$ cat src/rtl/dma_pkg.sv
// Shared definitions for the DMA engine: FSM states, control/status bit
// positions and default bus widths.
package dma_pkg;

  localparam int DMA_ADDR_W = 16;
  localparam int DMA_CNT_W  = 16;
  localparam int DMA_DATA_W = 16;

  // ctrl_in bit positions
  localparam int CTRL_GO       = 0;
  localparam int CTRL_BYTE     = 1;
  localparam int CTRL_IEN      = 2;
  localparam int CTRL_DONE_CLR = 3;

  // ctrl_out bit positions
  localparam int STAT_BUSY = 0;
  localparam int STAT_BYTE = 1;
  localparam int STAT_IEN  = 2;
  localparam int STAT_DONE = 3;

  typedef enum logic [1:0] {
    IDLE  = 2'd0,
    RUN   = 2'd1,
    DRAIN = 2'd2,
    DONE  = 2'd3
  } dma_state_t;

endpackage

$ cat src/rtl/dma_lane_align.sv
// One-unit holding register between read return and write issue, plus the
// byte-lane steering from the source lane to the destination lane.
module dma_lane_align
  import dma_pkg::*;
(
  input  logic                  clk,
  input  logic                  reset,
  input  logic                  i_flush,
  input  logic                  i_arrive,
  input  logic                  i_arriveLane,
  input  logic [DMA_DATA_W-1:0] i_rdata,
  input  logic                  i_take,
  input  logic                  i_byteMode,
  input  logic                  i_dstLane,
  output logic                  o_full,
  output logic [DMA_DATA_W-1:0] o_wdata
);

  logic [DMA_DATA_W-1:0] r_holdData;
  logic                  r_holdLane;
  logic                  r_full;
  logic [DMA_DATA_W-1:0] w_srcWord;
  logic                  w_srcLane;
  logic [7:0]            w_byte;

  // Returning data is only parked here when it cannot be written in the
  // cycle it arrives; otherwise it bypasses straight to the write port.
  always_ff @(posedge clk or posedge reset) begin
    if (reset) begin
      r_holdData <= '0;
      r_holdLane <= 1'b0;
      r_full     <= 1'b0;
    end else if (i_flush) begin
      r_full <= 1'b0;
    end else if (i_arrive && !i_take) begin
      r_holdData <= i_rdata;
      r_holdLane <= i_arriveLane;
      r_full     <= 1'b1;
    end else if (i_take) begin
      r_full <= 1'b0;
    end
  end

  always_comb begin
    w_srcWord = r_full ? r_holdData : i_rdata;
    w_srcLane = r_full ? r_holdLane : i_arriveLane;
    w_byte    = w_srcLane ? w_srcWord[15:8] : w_srcWord[7:0];
    o_wdata   = w_srcWord;
    if (i_byteMode) begin
      o_wdata = i_dstLane ? {w_byte, 8'h00} : {8'h00, w_byte};
    end
  end

  assign o_full = r_full;

endmodule

$ cat src/rtl/dma_engine.sv
// Memory-to-memory DMA bus initiator: copies COUNT bytes or words from SRC
// to DST over the split read/write bus, one unit per granted cycle.
module dma_engine
  import dma_pkg::*;
#(
  parameter int ADDR_W = DMA_ADDR_W,
  parameter int CNT_W  = DMA_CNT_W
) (
  input  logic                  clk,
  input  logic                  reset,
  input  logic [ADDR_W-1:0]     src_in,
  input  logic [ADDR_W-1:0]     dst_in,
  input  logic [CNT_W-1:0]      count_in,
  input  logic [7:0]            ctrl_in,
  input  logic                  src_write,
  input  logic                  dst_write,
  input  logic                  count_write,
  input  logic                  ctrl_write,
  output logic [ADDR_W-1:0]     src_out,
  output logic [ADDR_W-1:0]     dst_out,
  output logic [CNT_W-1:0]      count_out,
  output logic [7:0]            ctrl_out,
  output logic                  done_int,
  output logic                  bus_req,
  input  logic                  bus_gnt,
  output logic [ADDR_W-1:0]     dread_addr,
  input  logic [DMA_DATA_W-1:0] dread_data,
  output logic [ADDR_W-1:0]     dwrite_addr,
  output logic [DMA_DATA_W-1:0] dwrite_data,
  output logic [1:0]            dwrite_en
);

  dma_state_t            r_state;
  dma_state_t            w_nextState;
  logic [ADDR_W-1:0]     r_src;
  logic [ADDR_W-1:0]     r_dst;
  logic [ADDR_W-1:0]     r_rdPtr;
  logic [ADDR_W-1:0]     r_lastRdAddr;
  logic [ADDR_W-1:0]     r_lastWrAddr;
  logic [DMA_DATA_W-1:0] r_lastWrData;
  logic [CNT_W-1:0]      r_count;
  logic [CNT_W-1:0]      r_rdLeft;
  logic                  r_byte;
  logic                  r_ien;
  logic                  r_pend;
  logic                  r_pendLane;

  logic                  w_busy;
  logic                  w_done;
  logic                  w_full;
  logic                  w_haveData;
  logic                  w_wrIssue;
  logic                  w_rdIssue;
  logic                  w_lastWr;
  logic                  w_abort;
  logic                  w_start;
  logic [ADDR_W-1:0]     w_step;
  logic [ADDR_W-1:0]     w_srcStart;
  logic [ADDR_W-1:0]     w_dstStart;
  logic [DMA_DATA_W-1:0] w_wdata;
  logic                  w_unused;

  assign w_busy     = (r_state == RUN) || (r_state == DRAIN);
  assign w_done     = (r_state == DONE);
  assign w_haveData = w_full || r_pend;
  assign w_wrIssue  = w_busy && bus_gnt && w_haveData;
  // A read may only issue if the unit it returns will find the holding slot empty.
  assign w_rdIssue  = (r_state == RUN) && bus_gnt && (r_rdLeft != '0) && (!w_haveData || w_wrIssue);
  assign w_lastWr   = w_wrIssue && (r_state == DRAIN) && (r_count == CNT_W'(1));
  assign w_abort    = ctrl_write && !ctrl_in[CTRL_GO] && w_busy && !w_lastWr;
  assign w_start    = !w_busy && (w_nextState == RUN);
  assign w_step     = r_byte ? ADDR_W'(1) : ADDR_W'(2);
  assign w_srcStart = ctrl_in[CTRL_BYTE] ? r_src : {r_src[ADDR_W-1:1], 1'b0};
  assign w_dstStart = ctrl_in[CTRL_BYTE] ? r_dst : {r_dst[ADDR_W-1:1], 1'b0};
  assign w_unused   = ^ctrl_in[7:4];

  // A control write landing on the final write is applied on top of DONE.
  always_comb begin
    w_nextState = r_state;
    case (r_state)
      IDLE, DONE: begin
        if (ctrl_write) begin
          if (ctrl_in[CTRL_GO]) begin
            w_nextState = (r_count != '0) ? RUN : DONE;
          end else if (ctrl_in[CTRL_DONE_CLR]) begin
            w_nextState = IDLE;
          end
        end
      end
      RUN: begin
        if (w_abort) begin
          w_nextState = IDLE;
        end else if (w_rdIssue && (r_rdLeft == CNT_W'(1))) begin
          w_nextState = DRAIN;
        end
      end
      DRAIN: begin
        if (w_lastWr) begin
          if (ctrl_write && !ctrl_in[CTRL_GO] && ctrl_in[CTRL_DONE_CLR]) begin
            w_nextState = IDLE;
          end else begin
            w_nextState = DONE;
          end
        end else if (w_abort) begin
          w_nextState = IDLE;
        end
      end
      default: w_nextState = IDLE;
    endcase
  end

  always_ff @(posedge clk or posedge reset) begin
    if (reset) begin
      r_state      <= IDLE;
      r_src        <= '0;
      r_dst        <= '0;
      r_rdPtr      <= '0;
      r_lastRdAddr <= '0;
      r_lastWrAddr <= '0;
      r_lastWrData <= '0;
      r_count      <= '0;
      r_rdLeft     <= '0;
      r_byte       <= 1'b0;
      r_ien        <= 1'b0;
      r_pend       <= 1'b0;
      r_pendLane   <= 1'b0;
    end else begin
      r_state <= w_nextState;
      if (ctrl_write) begin
        r_ien <= ctrl_in[CTRL_IEN];
      end
      if (ctrl_write && !w_busy) begin
        r_byte <= ctrl_in[CTRL_BYTE];
      end
      if (w_start) begin
        r_src    <= w_srcStart;
        r_dst    <= w_dstStart;
        r_rdPtr  <= w_srcStart;
        r_rdLeft <= r_count;
      end else if (!w_busy) begin
        if (src_write)   r_src   <= src_in;
        if (dst_write)   r_dst   <= dst_in;
        if (count_write) r_count <= count_in;
      end else begin
        if (w_rdIssue) begin
          r_rdPtr      <= r_rdPtr + w_step;
          r_rdLeft     <= r_rdLeft - CNT_W'(1);
          r_lastRdAddr <= r_rdPtr;
        end
        // SRC/DST/COUNT advance on completed writes so an abort leaves them consistent.
        if (w_wrIssue) begin
          r_src        <= r_src + w_step;
          r_dst        <= r_dst + w_step;
          r_count      <= r_count - CNT_W'(1);
          r_lastWrAddr <= r_dst;
          r_lastWrData <= w_wdata;
        end
      end
      r_pend     <= w_rdIssue && !w_abort;
      r_pendLane <= r_rdPtr[0];
    end
  end

  dma_lane_align u_laneAlign (
    .clk         (clk),
    .reset       (reset),
    .i_flush     (w_abort),
    .i_arrive    (r_pend),
    .i_arriveLane(r_pendLane),
    .i_rdata     (dread_data),
    .i_take      (w_wrIssue),
    .i_byteMode  (r_byte),
    .i_dstLane   (r_dst[0]),
    .o_full      (w_full),
    .o_wdata     (w_wdata)
  );

  assign dread_addr  = w_rdIssue ? r_rdPtr : r_lastRdAddr;
  assign dwrite_addr = w_wrIssue ? r_dst : r_lastWrAddr;
  assign dwrite_data = w_wrIssue ? w_wdata : r_lastWrData;
  assign dwrite_en   = w_wrIssue ? (r_byte ? 2'b01 : 2'b11) : 2'b00;

  assign src_out   = r_src;
  assign dst_out   = r_dst;
  assign count_out = r_count;
  assign ctrl_out  = {3'b000, w_unused & 1'b0, w_done, r_ien, r_byte, w_busy};
  assign done_int  = w_done && r_ien;
  assign bus_req   = w_busy;

endmodule

$ cat config.mk
export PLATFORM = sky130hd
export DESIGN_NAME = dma_engine
export DESIGN_NICKNAME = d
export VERILOG_FILES = /design/src/rtl/dma_pkg.sv /design/src/rtl/dma_lane_align.sv /design/src/rtl/dma_engine.sv
export SDC_FILE = /design/constraint.sdc
export NUM_CORES = 1
export LEC_CHECK = 0
export CORE_MARGIN = 1
export CORE_UTILIZATION = 52
export CTS_CLUSTER_SIZE = 16
export DETAILED_ROUTE_END_ITERATION = 10
export HOLD_SLACK_MARGIN = 0.12
export PLACE_DENSITY = 0.83
export SETUP_SLACK_MARGIN = 0.05
export SYNTH_ARGS = -nofsm -noshare
export SYNTH_HDL_FRONTEND = slang
export SYNTH_SLANG_ARGS = --single-unit
$ cat constraint.sdc
create_clock -name clk -period 6.2 [get_ports clk]
set_clock_uncertainty 0.05 [all_clocks]
set_input_delay 1.24 -clock clk [delete_from_list [all_inputs] [get_ports clk]]
set_output_delay 1.24 -clock clk [all_outputs]
set_load 0.01 [all_outputs]
==> flow_metrics.env <==
export IMPL_outcome="finished clean"
export IMPL_fmax_ghz=0.196
export IMPL_diodes=0
export IMPL_powerDensity_nw_per_um2=540
export IMPL_synth_area_leader_cell="dfrtp_1"
export IMPL_fill_cells=1318
export IMPL_final_min_period_over_clock_period=0.821
export IMPL_fin_crit_ns=5.09
export IMPL_grt_max_degree=111
export IMPL_wl_per_cell_um=18.5
export IMPL_rsz0062_at_grt="false"
export IMPL_dieArea_um2=17600
export IMPL_hold_depth=2
export IMPL_instances_no_fill=1363
export IMPL_row_count=47
export IMPL_clock_sinks=152
export IMPL_clock_latency_ns=0.43
export IMPL_cts_resized=0
export IMPL_grt_pass1_wl_um=40600
export IMPL_core_area_um2=16600
export IMPL_synth_edff_count=0
export IMPL_critical_path_class="flop to primary output"
export IMPL_ys_flop_type="dfrtp_1"
export IMPL_syn_to_final_growth_pct=28.1
export IMPL_maxCapViolCount=0
export IMPL_nets=1225
export IMPL_syn_avg_cell_area_um2=9.03
export IMPL_worstMarginPinSlew_ns=1.06
export IMPL_portBuffers=178
export IMPL_grt_ovfl_total=0
export IMPL_drv_slew=0
export IMPL_drive_gt1_frac=0.113
export IMPL_ys_seq_area_frac=0.428
export IMPL_r2r_end="u_laneAlign.r_holdData[11]"
export IMPL_wl_um=25200
export IMPL_start_util=0.534
export IMPL_hold_viol=0
export IMPL_clkSlewWorstSetupHoldPaths_ns=0.06
export IMPL_clock_path_buffers=2
export IMPL_cpMaxStageDelayCell="o21ai_2"
export IMPL_cts_tree="done"
export IMPL_ir_drop_v=0.000318
export IMPL_worst_r2r_setup_slack_ns=2.57
export IMPL_drtPass1Iterations=5
export IMPL_endpoint_kind="primary output"
export IMPL_synthCells=983
export IMPL_synthDominantCellAreaShare=0.428
export IMPL_antenna_found_initial=0
export IMPL_first_global_vias=7752
export IMPL_place_inst=1331
export IMPL_crit_chain="inv_1, ha_1, nor3b_1, nand3_1, o21ai_2, mux2_2, clkdlybuf4s50_1"
export IMPL_startpoint="r_rdLeft[0]"
export IMPL_post_route_cell_area_um2=11400
export IMPL_power_total_uw=6140
export IMPL_r2r_cells=5
export IMPL_finalSetupViolCount=0
export IMPL_drc_errors=0
export IMPL_yosys_warnings=0
export IMPL_ys_ff_latch=152
export IMPL_gp_congestion=0.897
export IMPL_critical_path_required_ns=4.91
export IMPL_dieWidth_um=133
export IMPL_numCtsBuffers=17
export IMPL_cts_hold_buffers=0
export IMPL_p_leak_uw=0.00491
export IMPL_synth_area_leaders="dfrtp_1 (43%), nand2_1 (7.0%), o21ai_0 (4.7%)"
export IMPL_start_kind="flop"
export IMPL_io_pins=187
export IMPL_grt_use_total=0.291
export IMPL_reg2reg_from="u_laneAlign.o_full"
export IMPL_ys_types=70
export IMPL_drt_iter0_drc=774
export IMPL_ys_async_sr_fraction=1.00
export IMPL_postRouteAntennaNets=0
export IMPL_min_path_type="flop to flop"
export IMPL_htreeDepth=4
export IMPL_crit_fanout=19
export IMPL_placed_cell_area_um2=10800
export IMPL_vias=8364
export IMPL_arrival_ns=3.80
export IMPL_post_dp_hpwl_um=17000
export IMPL_clockRootBuffer="clkbuf_16"
export IMPL_syn_area_um2=8880
export IMPL_endpoint="dread_addr[0]"
export IMPL_fin_tns_setup_ns=0
export IMPL_slew_limit_headroom=0.270
export IMPL_routed_via_density=6.14
export IMPL_postCtsSetupBuffers=0
export IMPL_crit_path_max_incr_delay_ns=0.86
export IMPL_die_h_um=133
==> worst max-delay path: cells and delay by family (launching register included) <==
family | cells | cell delay, ns
buffers and inverters | 2 | 0.60
adders and majority gates | 1 | 0.24
and+or+nand+nor | 2 | 0.80
AOI/OAI and AO/OA | 1 | 0.86
muxes | 1 | 0.44
DFF | 1 | 0.44
==> kinds of logic (layout without fill, tap and decap cells) <==
| family | after synthesis | count (layout) | share of synthesized area |
|---|---|---|---|
| AOI/OAI and AO/OA | 254 | 254 | 0.195 |
| DFF | 152 | 152 | 0.428 |
| other | 1 | 4 | 0.000422 |
| and+or+nand+nor | 394 | 394 | 0.211 |
| muxes | 70 | 70 | 0.0882 |
| buffers and inverters | 90 | 247 | 0.0459 |
| adders and majority gates | 16 | 16 | 0.0251 |
| xor gates and xnor gates | 6 | 6 | 0.00592 |
==> cells in the final DEF (no fill, tap or decap), types with 5 or more instances in the layout <==
cell / synthesis / layout
a21o_1: 10 / 10
nand4_1: 18 / 18
and2_1: 7 / 7
nor2_1: 77 / 77
or3_1: 7 / 7
mux2_2: 26 / 26
nor3b_1: 6 / 6
nor4_1: 16 / 15
nand2b_1: 5 / 5
dfrtp_1: 152 / 152
or4_1: 5 / 5
o221a_2: 27 / 27
and4_1: 6 / 6
nand2_1: 165 / 164
o21ai_0: 84 / 84
clkbuf_16: 0 / 17
and3_1: 19 / 19
nand3_1: 19 / 19
nor2b_1: 5 / 5
ha_1: 13 / 13
inv_1: 21 / 20
mux2i_1: 34 / 34
clkdlybuf4s50_1: 0 / 178
a21oi_1: 59 / 59
a221o_1: 15 / 15
a31oi_1: 8 / 8
or2_2: 7 / 7
nor3_1: 21 / 21
mux2_4: 10 / 10
buf_4: 10 / 15
o211ai_1: 5 / 5
==> synth_stat cells (3+ instances only) <==
master	instances
and3_1	19
or4_1	5
o32ai_1	4
buf_2	6
or2_2	7
and2_1	7
nor3_1	21
buf_1	7
a211o_1	3
fa_1	3
a31oi_1	8
nand2b_1	5
o2bb2ai_1	4
or4_4	3
xnor2_1	3
o21ai_0	84
o221ai_1	3
nor4_1	16
a221o_1	15
mux2_4	10
inv_1	21
dfrtp_1	152
clkbuf_1	42
buf_4	10
o211ai_1	5
nor2b_1	5
xor2_1	3
or3_1	7
mux2i_1	34
a21o_1	10
nor3b_1	6
o221a_2	27
nand4_1	18
a21oi_1	59
a221oi_1	3
nand2_1	165
a32oi_1	4
and4_1	6
nand3_1	19
o22ai_1	4
mux2_2	26
nor2_1	77
ha_1	13
==> sequential cells by signal, indices dropped and copies added, names as in the netlist, 2 cells and up <==
register	count
r_lastRdAddr	16
r_lastWrData	16
r_rdPtr	16
r_lastWrAddr	16
r_state	2
src_out	16
dst_out	16
r_rdLeft	16
count_out	16
u_laneAlign.r_holdData	16
==> power by group <==
| group | internal [uW] | leakage, uW | switching (uW) | total (uW) |
|---|---|---|---|---|
| registers | 1400 | 0.00194 | 522 | 1920 |
| logic | 1510 | 0.00269 | 1630 | 3150 |
| clock network | 656 | 0.000283 | 419 | 1070 |
| total | 3570 | 0.00491 | 2570 | 6140 |
==> layer usage <==
layer | up-vias | global-route usage | part of all wire
li1 | 3881 | - | -
met1 | 4026 | 0.394 | 0.43
met2 | 401 | 0.466 | 0.47
met3 | 56 | 0.0563 | 0.076
met4 | 0 | 0.102 | 0.024
met5 | - | 0 | 0
==> metrics by stage <==
step	hold WS [ns]	util	setup slack (ns)
after floorplan	0.365	-	0.817
after global placement	0.388	0.647	1.42
after detailed placement	0.407	0.647	1.39
after CTS	0.421	0.684	1.12
after global routing	0.441	0.684	0.802
final	0.420	0.684	1.11
==> how the worst min path moves through the flow <==
| stage | startpoint | end | slack [ns] |
|---|---|---|---|
| global route | r_lastWrAddr[1] | r_lastWrAddr[1] | 0.44 |
| floorplan | r_rdPtr[0] | r_pendLane | 0.36 |
| CTS | r_lastWrAddr[14] | r_lastWrAddr[14] | 0.42 |
| finish | r_lastWrAddr[1] | r_lastWrAddr[1] | 0.42 |
| global placement | r_rdPtr[0] | r_pendLane | 0.39 |
| detailed placement | r_lastWrAddr[14] | r_lastWrAddr[14] | 0.41 |
==> area by class of cell <==
cell class / instances / area (um2) / share of cell area
multi-input combinational: 744 / 4710 / 0.414
sequential: 152 / 3800 / 0.334
timing repair buffer: 193 / 1890 / 0.167
clock buffer: 22 / 464 / 0.0408
tap: 220 / 275 / 0.0242
clock inverter: 10 / 143 / 0.0125
inverter: 22 / 87.6 / 0.00770
Power figures use the tool's default switching activity.
